==> config.mk <==
export PLATFORM = sky130hd
export DESIGN_NAME = bus_arbiter
export DESIGN_NICKNAME = d
export VERILOG_FILES = /design/src/rtl/bus_arb_pkg.sv /design/src/rtl/arb_watchdog.sv /design/src/rtl/bus_arbiter.sv
export SDC_FILE = /design/constraint.sdc
export NUM_CORES = 1
export LEC_CHECK = 0
export CORE_AREA = 4 4 120 122
export DETAILED_ROUTE_END_ITERATION = 10
export DIE_AREA = 0 0 124 126
export SYNTH_ARGS = -nofsm -noshare
export SYNTH_HDL_FRONTEND = slang
export SYNTH_HIERARCHICAL = 1
export SYNTH_SLANG_ARGS = --single-unit
==> constraint.sdc <==
create_clock -name i_clk -period 4.4 [get_ports i_clk]
set_clock_uncertainty 0.05 [all_clocks]
set_input_delay 0.66 -clock i_clk [delete_from_list [all_inputs] [get_ports i_clk]]
set_output_delay 0.66 -clock i_clk [all_outputs]
set_load 0.005 [all_outputs]
==> src/rtl/bus_arb_pkg.sv <==
// Shared types and field widths for the two-master bus arbiter.
package bus_arb_pkg;

  localparam int unsigned WR_WIDTH_W = 3;

  typedef enum logic [1:0] {
    ARB_IDLE,
    ARB_GNT0,
    ARB_GNT1
  } arb_state_t;

endpackage

==> src/rtl/arb_watchdog.sv <==
// Saturating grant-age counter; o_expired flags the last cycle a grant may stay open.
module arb_watchdog #(
  parameter int unsigned TIMEOUT = 255
) (
  input  logic i_clk,
  input  logic i_rst,
  input  logic i_clear,
  input  logic i_enable,
  output logic o_expired
);

  localparam int unsigned CW = $clog2(TIMEOUT + 1);

  logic [CW-1:0] count_q, count_d;

  always_comb begin
    count_d = count_q;
    if (i_clear) begin
      count_d = '0;
    end else if (i_enable && (count_q != CW'(TIMEOUT))) begin
      count_d = count_q + 1'b1;
    end
  end

  always_ff @(posedge i_clk) begin
    if (i_rst) begin
      count_q <= '0;
    end else begin
      count_q <= count_d;
    end
  end

  // Count is 0 in the first grant cycle, so TIMEOUT-1 marks the TIMEOUT-th cycle.
  assign o_expired = (count_q >= CW'(TIMEOUT - 1));

endmodule

==> src/rtl/bus_arbiter.sv <==
// Two-master round-robin arbiter in front of the memmap CPU port; grant held
// until handshake, abandoned request or watchdog release.
module bus_arbiter
  import bus_arb_pkg::*;
#(
  parameter int unsigned DATA_WIDTH = 32,
  parameter int unsigned ADDR_WIDTH = 32,
  parameter int unsigned TIMEOUT    = 255
) (
  input  logic                  i_clk,
  input  logic                  i_rst,
  input  logic [ADDR_WIDTH-1:0] i_m0_addr,
  input  logic [DATA_WIDTH-1:0] i_m0_data,
  input  logic                  i_m0_wr_valid,
  output logic                  o_m0_wr_ready,
  input  logic [WR_WIDTH_W-1:0] i_m0_wr_width,
  output logic [DATA_WIDTH-1:0] o_m0_data,
  output logic                  o_m0_rd_valid,
  input  logic                  i_m0_rd_ready,
  input  logic [ADDR_WIDTH-1:0] i_m1_addr,
  input  logic [DATA_WIDTH-1:0] i_m1_data,
  input  logic                  i_m1_wr_valid,
  output logic                  o_m1_wr_ready,
  input  logic [WR_WIDTH_W-1:0] i_m1_wr_width,
  output logic [DATA_WIDTH-1:0] o_m1_data,
  output logic                  o_m1_rd_valid,
  input  logic                  i_m1_rd_ready,
  output logic [ADDR_WIDTH-1:0] o_s_addr,
  output logic [DATA_WIDTH-1:0] o_s_data,
  output logic                  o_s_wr_valid,
  input  logic                  i_s_wr_ready,
  output logic [WR_WIDTH_W-1:0] o_s_wr_width,
  input  logic [DATA_WIDTH-1:0] i_s_data,
  input  logic                  i_s_rd_valid,
  output logic                  o_s_rd_ready,
  output logic [1:0]            o_grant,
  output logic                  o_timeout
);

  arb_state_t state_q, state_d;
  logic       last_q, last_d;
  logic       timeout_q, timeout_d;
  logic       req0, req1, gnt_req, done, expired;

  assign req0 = i_m0_wr_valid | i_m0_rd_ready;
  assign req1 = i_m1_wr_valid | i_m1_rd_ready;
  assign done = (o_s_wr_valid & i_s_wr_ready) | (o_s_rd_ready & i_s_rd_valid);
  assign gnt_req = (state_q == ARB_GNT0) ? req0 : req1;

  arb_watchdog #(
    .TIMEOUT(TIMEOUT)
  ) u_watchdog (
    .i_clk    (i_clk),
    .i_rst    (i_rst),
    .i_clear  (state_q == ARB_IDLE),
    .i_enable (state_q != ARB_IDLE),
    .o_expired(expired)
  );

  always_comb begin
    state_d   = state_q;
    last_d    = last_q;
    timeout_d = 1'b0;
    case (state_q)
      ARB_IDLE: begin
        // last only moves on a tie, so a lone requester never shifts priority.
        if (req0 && req1) begin
          state_d = last_q ? ARB_GNT0 : ARB_GNT1;
          last_d  = ~last_q;
        end else if (req0) begin
          state_d = ARB_GNT0;
        end else if (req1) begin
          state_d = ARB_GNT1;
        end
      end
      ARB_GNT0, ARB_GNT1: begin
        if (done || !gnt_req) begin
          state_d = ARB_IDLE;
        end else if (expired) begin
          state_d   = ARB_IDLE;
          timeout_d = 1'b1;
        end
      end
      default: state_d = ARB_IDLE;
    endcase
  end

  always_ff @(posedge i_clk) begin
    if (i_rst) begin
      state_q   <= ARB_IDLE;
      last_q    <= 1'b1;
      timeout_q <= 1'b0;
    end else begin
      state_q   <= state_d;
      last_q    <= last_d;
      timeout_q <= timeout_d;
    end
  end

  always_comb begin
    o_s_addr      = '0;
    o_s_data      = '0;
    o_s_wr_valid  = 1'b0;
    o_s_wr_width  = '0;
    o_s_rd_ready  = 1'b0;
    o_m0_wr_ready = 1'b0;
    o_m0_data     = '0;
    o_m0_rd_valid = 1'b0;
    o_m1_wr_ready = 1'b0;
    o_m1_data     = '0;
    o_m1_rd_valid = 1'b0;
    case (state_q)
      ARB_GNT0: begin
        o_s_addr      = i_m0_addr;
        o_s_data      = i_m0_data;
        o_s_wr_valid  = i_m0_wr_valid;
        o_s_wr_width  = i_m0_wr_width;
        o_s_rd_ready  = i_m0_rd_ready;
        o_m0_wr_ready = i_s_wr_ready;
        o_m0_data     = i_s_data;
        o_m0_rd_valid = i_s_rd_valid;
      end
      ARB_GNT1: begin
        o_s_addr      = i_m1_addr;
        o_s_data      = i_m1_data;
        o_s_wr_valid  = i_m1_wr_valid;
        o_s_wr_width  = i_m1_wr_width;
        o_s_rd_ready  = i_m1_rd_ready;
        o_m1_wr_ready = i_s_wr_ready;
        o_m1_data     = i_s_data;
        o_m1_rd_valid = i_s_rd_valid;
      end
      default: ;
    endcase
  end

  assign o_grant   = {state_q == ARB_GNT1, state_q == ARB_GNT0};
  assign o_timeout = timeout_q;

endmodule

After elaboration in Yosys (flattened, before gate mapping)
Index checks and enable logic that the tools add are counted.
{ "word_totals": {"register_bits": 12, "inputBits": 174, "out_inout_bits": 140, "wordCells": 49} }
{ "classes": {"addsub": 1, "n_lt_le_gt_ge": 1, "eq_ne": 5, "mux": 20, "n_bitwise": 7, "n_reduce_logical": 11} }
{ "ops": {"columns": ["operator", "n"], "rows": [
  ["32-bit one-hot mux with 2 select lines", 2],
  ["32-bit 2-to-1 mux", 2],
  ["2-bit 2-to-1 mux", 6],
  ["8-bit by 1-bit adder with 8-bit output (second input constant)", 1],
  ["8-bit greater-or-equal comparator (second input constant)", 1],
  ["8-bit != test (second input constant)", 1],
  ["1-bit 2-to-1 mux", 6],
  ["3-bit one-hot mux with 2 select lines", 1],
  ["4-bit != test (second input constant)", 1],
  ["1-bit one-hot mux with 2 select lines", 2],
  ["2-bit one-hot mux with 2 select lines", 1],
  ["2-bit AND reduction", 2],
  ["2-bit OR reduction", 2],
  ["3-bit != test (second input constant)", 1],
  ["1-bit bitwise OR", 3],
  ["3-bit OR reduction", 1],
  ["1-bit bitwise AND", 2],
  ["2-bit by 1-bit == test with 1-bit output (second input constant)", 1],
  ["2-bit == test (second input constant)", 1],
  ["1-bit logical AND", 2],
  ["2-bit logical NOT", 1],
  ["1-bit NOT", 2],
  ["2-bit nonzero test", 1],
  ["1-bit logical NOT", 1],
  ["1-bit logical OR", 1]
]} }

Depth between registers and ports, before layout
{ "depth": {"depth_word": 7, "mapped_depth": 8, "ltp_nobuf": 8} }

By module
The synthesis kept the hierarchy.
{ "by_module_without_submodules": {"columns": ["mod", "n_inst", "cells_each", "area_each_um2", "seq_area_each_um2"], "rows": [
  ["bus_arbiter", 1, 267, 1761.7, 80.1],
  ["arb_watchdog", 1, 50, 441.7, 160.2]
]} }

Worst setup path after synthesis
Ideal clock, no wire load.
{ "synth_path": {"path_type": "register -> output", "from": "register state_q[1]", "to": "output o_s_data[18]", "arrival_ns": 1.448, "t_required_ns": 3.690, "path_slack_ns": 2.242, "path_stages_with_launch": 7, "cell_sequence": "dfxtp_1 inv_1 ha_1 clkbuf_1 buf_1 a22oi_1 nor2b_1"} }
{ "synth_via": {"elab_chain_len": 2, "elab_cells_between_ends": 3, "cone_classes": "eq/ne (2); mux (1)"} }
{ "synth_lines": {"columns": ["element", "line", "text"], "rows": [
  ["start, declared", "bus_arbiter.sv:40", "arb_state_t state_q, state_d;"],
  ["start signal, assigned", "bus_arbiter.sv:94", "state_q <= state_d;"],
  ["2-bit by 1-bit == test with 1-bit output", null, null],
  ["net o_grant[0]", "bus_arbiter.sv:36", "output logic [1:0] o_grant,"],
  ["32-bit one-hot mux with 2 select lines", "bus_arbiter.sv:112", "case (state_q)"],
  ["end, declared", "bus_arbiter.sv:29", "output logic [DATA_WIDTH-1:0] o_s_data,"]
]} }
The timed path passes the listed nets, and every way through them passes these cells.

Final worst setup path
{ "layout_path": {"from": "register state_q[0]", "to": "output o_s_data[30]"} }
{ "layout_via": {"elab_chain_len": 2, "elab_cells_between_ends": 3, "cone_classes": "eq/ne (2); mux (1)"} }
{ "layout_lines": {"columns": ["element", "line"], "rows": [
  ["2-bit == test or 2-bit by 1-bit == test with 1-bit output (tied branches)", "bus_arbiter.sv:112"],
  ["32-bit one-hot mux with 2 select lines (*)", "bus_arbiter.sv:112"]
]} }
Mark *: on every way between the ends. The rest lies on a longest branch, timed or not.

==> results by group <==
Run status
  • Status: completed

Clock tree
  • Post-CTS Setup Bufs: 0
  • CTS Hold Bufs: 0
  • PostCTS Resize Cnt: 0
  • Clk slew on worst S/H paths: ~40 ps
  • Clock Tree Root: clkbuf_16
  • Total CTS buffers: 3
  • CTS sink count: 12
  • CTS tree: yes
  • Worst-Skew Late Latency: about 240 ps
  • H-tree levels: 1
  • CTS max path bufs: 2

Drt
  • DRC viols: 0
  • Vias per inst: about 4.5
  • Routed Antenna Nets: 0
  • Final wirelength: roughly 14,000 µm
  • Vias: 3,535
  • Routed len/inst: roughly 18 µm
  • Iteration-0 DRC Markers: 177
  • 1st-pass router iterations: 4

Timing
  • Final hold violations: 0
  • Endpoints failing setup: 0
  • Final TNS setup: 0 ps
  • Max-slew violations: 0
  • Period utilization: 0.7658
  • Slew margin rel.: 0.3062
  • Worst Max-Slew Pin Slew: 1041 ps
  • RSZ-0062 raised after global routing: false
  • Fmax: about 0.3 GHz
  • Clock period minus worst slack: ~3400 ps
  • Worst setup margin: 1030 ps

GRT
  • Largest net degree at the start of global routing: 92
  • Vias in the first global route: about 3,600
  • First-pass GRT wire length: ~20,000 µm
  • Initial antenna violation count: 0
  • Total grt overflow: 0
  • GRT Util Overall: 0.1576

Placement
  • GP Congestion: 0.8076
  • Setup WS pre-CTS: around 1200 ps
  • IO Port Bufs: around 310
  • Hpwl dp: 11,170 µm

Worst setup path
  • Startpoint types: flop
  • Crit path max-delay cell type: ha_2
  • Crit path DAT: ~2700 ps
  • Buf/Inv on CP: 2
  • Cell family with most CP delay: adder cells
  • Crit path cell chain: inv_1, ha_2, nor2b_1, clkdlybuf4s50_1
  • CP Capture Type: primary output
  • Crit Path Class: flop to primary output
  • Slowest Stage Delay on Critical Path: between 1000 and 1500 ps
  • Max FO, Critical Path: 71
  • Data required time of the critical path: 3690 ps

Final layout
  • Area grow syn2layout: 153.5%
  • Ant. Diodes: 0
  • Nets: 788
  • Layout cell share with drive strength beyond 1: 0.02632

Pwr
  • Sw power: around 810 µW
  • Reg power frac: 0.067
  • Lkg Pwr: between 1.5 and 2 nW
  • Combinational Power Share: 0.844
  • Peak supply drop: around 0.26 mV
  • Sw Ratio: 0.3934
  • Power density over the cells: ~370 mW/mm²
  • Internal power: 1.255 mW
  • Clock power share: 0.089

Synth
  • Yosys reg bits: 12
  • Asr flop ratio synth: 0
  • Sequential cell area fraction in the yosys report: 0.1090
  • Distinct cell type count after synthesis: 35
  • Synth warnings: 6
  • Syn_nets: between 400 and 500
  • Top-area cell type share of the netlist area: 0.2283
  • Number of synthesized flops with an enable pin: 0
  • Mapped cell area: between 0.002 and 0.0025 mm²
  • Post-Synthesis Cells: 317
  • Mean post-synth cell area: slightly below 7 µm²
  • Top_reg_cell synth: dfxtp_1
  • Area leader, netlist: a22oi_1
  • Synth top area cells: a22oi_1, and2_1, nor2b_1

Min path
  • Tightest Hold Check Type: flop to flop

Floorplanning
  • I/O pin cnt: about 310
  • Die height: around 130 µm
  • Die footprint: 0.01562 mm²
  • Core area: 0.01319 mm²
  • Die X: 124 µm
  • Starting Density: 0.1670
  • Row count: 42

Run
  • Max Cap Viol: 0
-- placed cells by master (no fill, tap or decap), drive strengths merged, types with 2 or more instances in the layout --
cell,count
clkdlybuf4s50,313
and2,70
a22oi,67
nor2b,67
dfxtp,12
nand2,8
inv,6
nand2b,5
nor2,5
mux2i,5
ha,5
a21oi,4
clkbuf,4
nand3,4
or3,3
buf,3
o21ai,3
a31oi,3
and4,3
a22o,2
nor3,2
a211oi,2
-- stage by stage --
stage | instance area [µm²] | hold WS, ps | power, mW | std cells | util
floorplan | 2203 | 414.1 | 0.9803 | 317 | -
global placement | 5498 | 438.2 | 1.898 | 780 | 0.4168
detailed placement | 5498 | 442.0 | 1.918 | 780 | 0.4168
CTS | 5587 | 455.5 | 2.116 | 784 | 0.4235
global route | 5587 | 470.9 | 2.246 | 784 | 0.4235
finish | 5587 | 453.7 | 2.069 | 784 | 0.4235
-- final cells by class --
cell class,instances,area (µm²)
Sequential cell,12,240.2
Tap cell,176,220.2
Timing Repair Buffer,316,3156
Fill cell,1340,7604
Multi-Input combinational cell,270,1859
Inverter,6,22.52
Clock buffer,4,88.84
-- cell families after synthesis --
group,count (synthesis),share of synthesized area
muxes,5,0.02272
and+or+nand+nor,172,0.4810
adders and majority gates,5,0.02839
AOI/OAI and AO/OA,87,0.2953
xor gates and xnor gates,1,0.003976
DFF,12,0.1090
buffers and inverters,35,0.05962
-- power by group through the flow --
stage / Clock, mW / Sequential [mW] / Combinational [mW]
after global placement: 0 / 0.140 / 1.76
after CTS: 0.187 / 0.139 / 1.79
final: 0.183 / 0.139 / 1.75
after detailed placement: 0 / 0.141 / 1.78
after floorplan: 0 / 0.135 / 0.845
after global routing: 0.195 / 0.140 / 1.91
-- cell usage after synthesis (3+ instances only) --
master and n:
mux2i_1 5, nor2_1 5, a31oi_1 3, clkbuf_1 28, inv_1 6, dfxtp_1 12
a21oi_1 4, ha_1 5, a22oi_1 67, and2_1 70, nand2_1 8, nor2b_1 67
or3_1 3, o21ai_0 3, nand2b_1 5
-- sequential cells by signal, indices dropped and copies added, names as in the netlist --
register,flops
state_q,2
u_watchdog/count_q,8
last_q,1
o_timeout,1
-- path summary, 6_finish.rpt --
check,to,slack (ps),from,cells past startpoint
setup reg to reg,o_timeout$_SDFF_PP0_,2120,state_q[1]$_SDFFE_PP0P_,6
hold reg to reg,last_q$_SDFFE_PP1P_,450,last_q$_SDFFE_PP1P_,2
hold / removal,last_q$_SDFFE_PP1P_,450,last_q$_SDFFE_PP1P_,2
setup / recovery,o_s_data[30],1030,state_q[0]$_SDFFE_PP0P_,4
-- worst min-delay path: cells and delay by family, from the launching register on --
family                    cells  cell delay [ps]
and+or+nand+nor               1               60
xor gates and xnor gates      1               70
DFF                           1              340
-- routing by layer --
layer	wire length, µm	part of all wire	track usage
met1	4806	0.35	0.1654
met2	7144	0.52	0.3058
met4	151	0.011	0.02706
met3	1621	0.12	0.04843
met5	0	0	0
No activity file was read; power rests on OpenSTA's default activity.
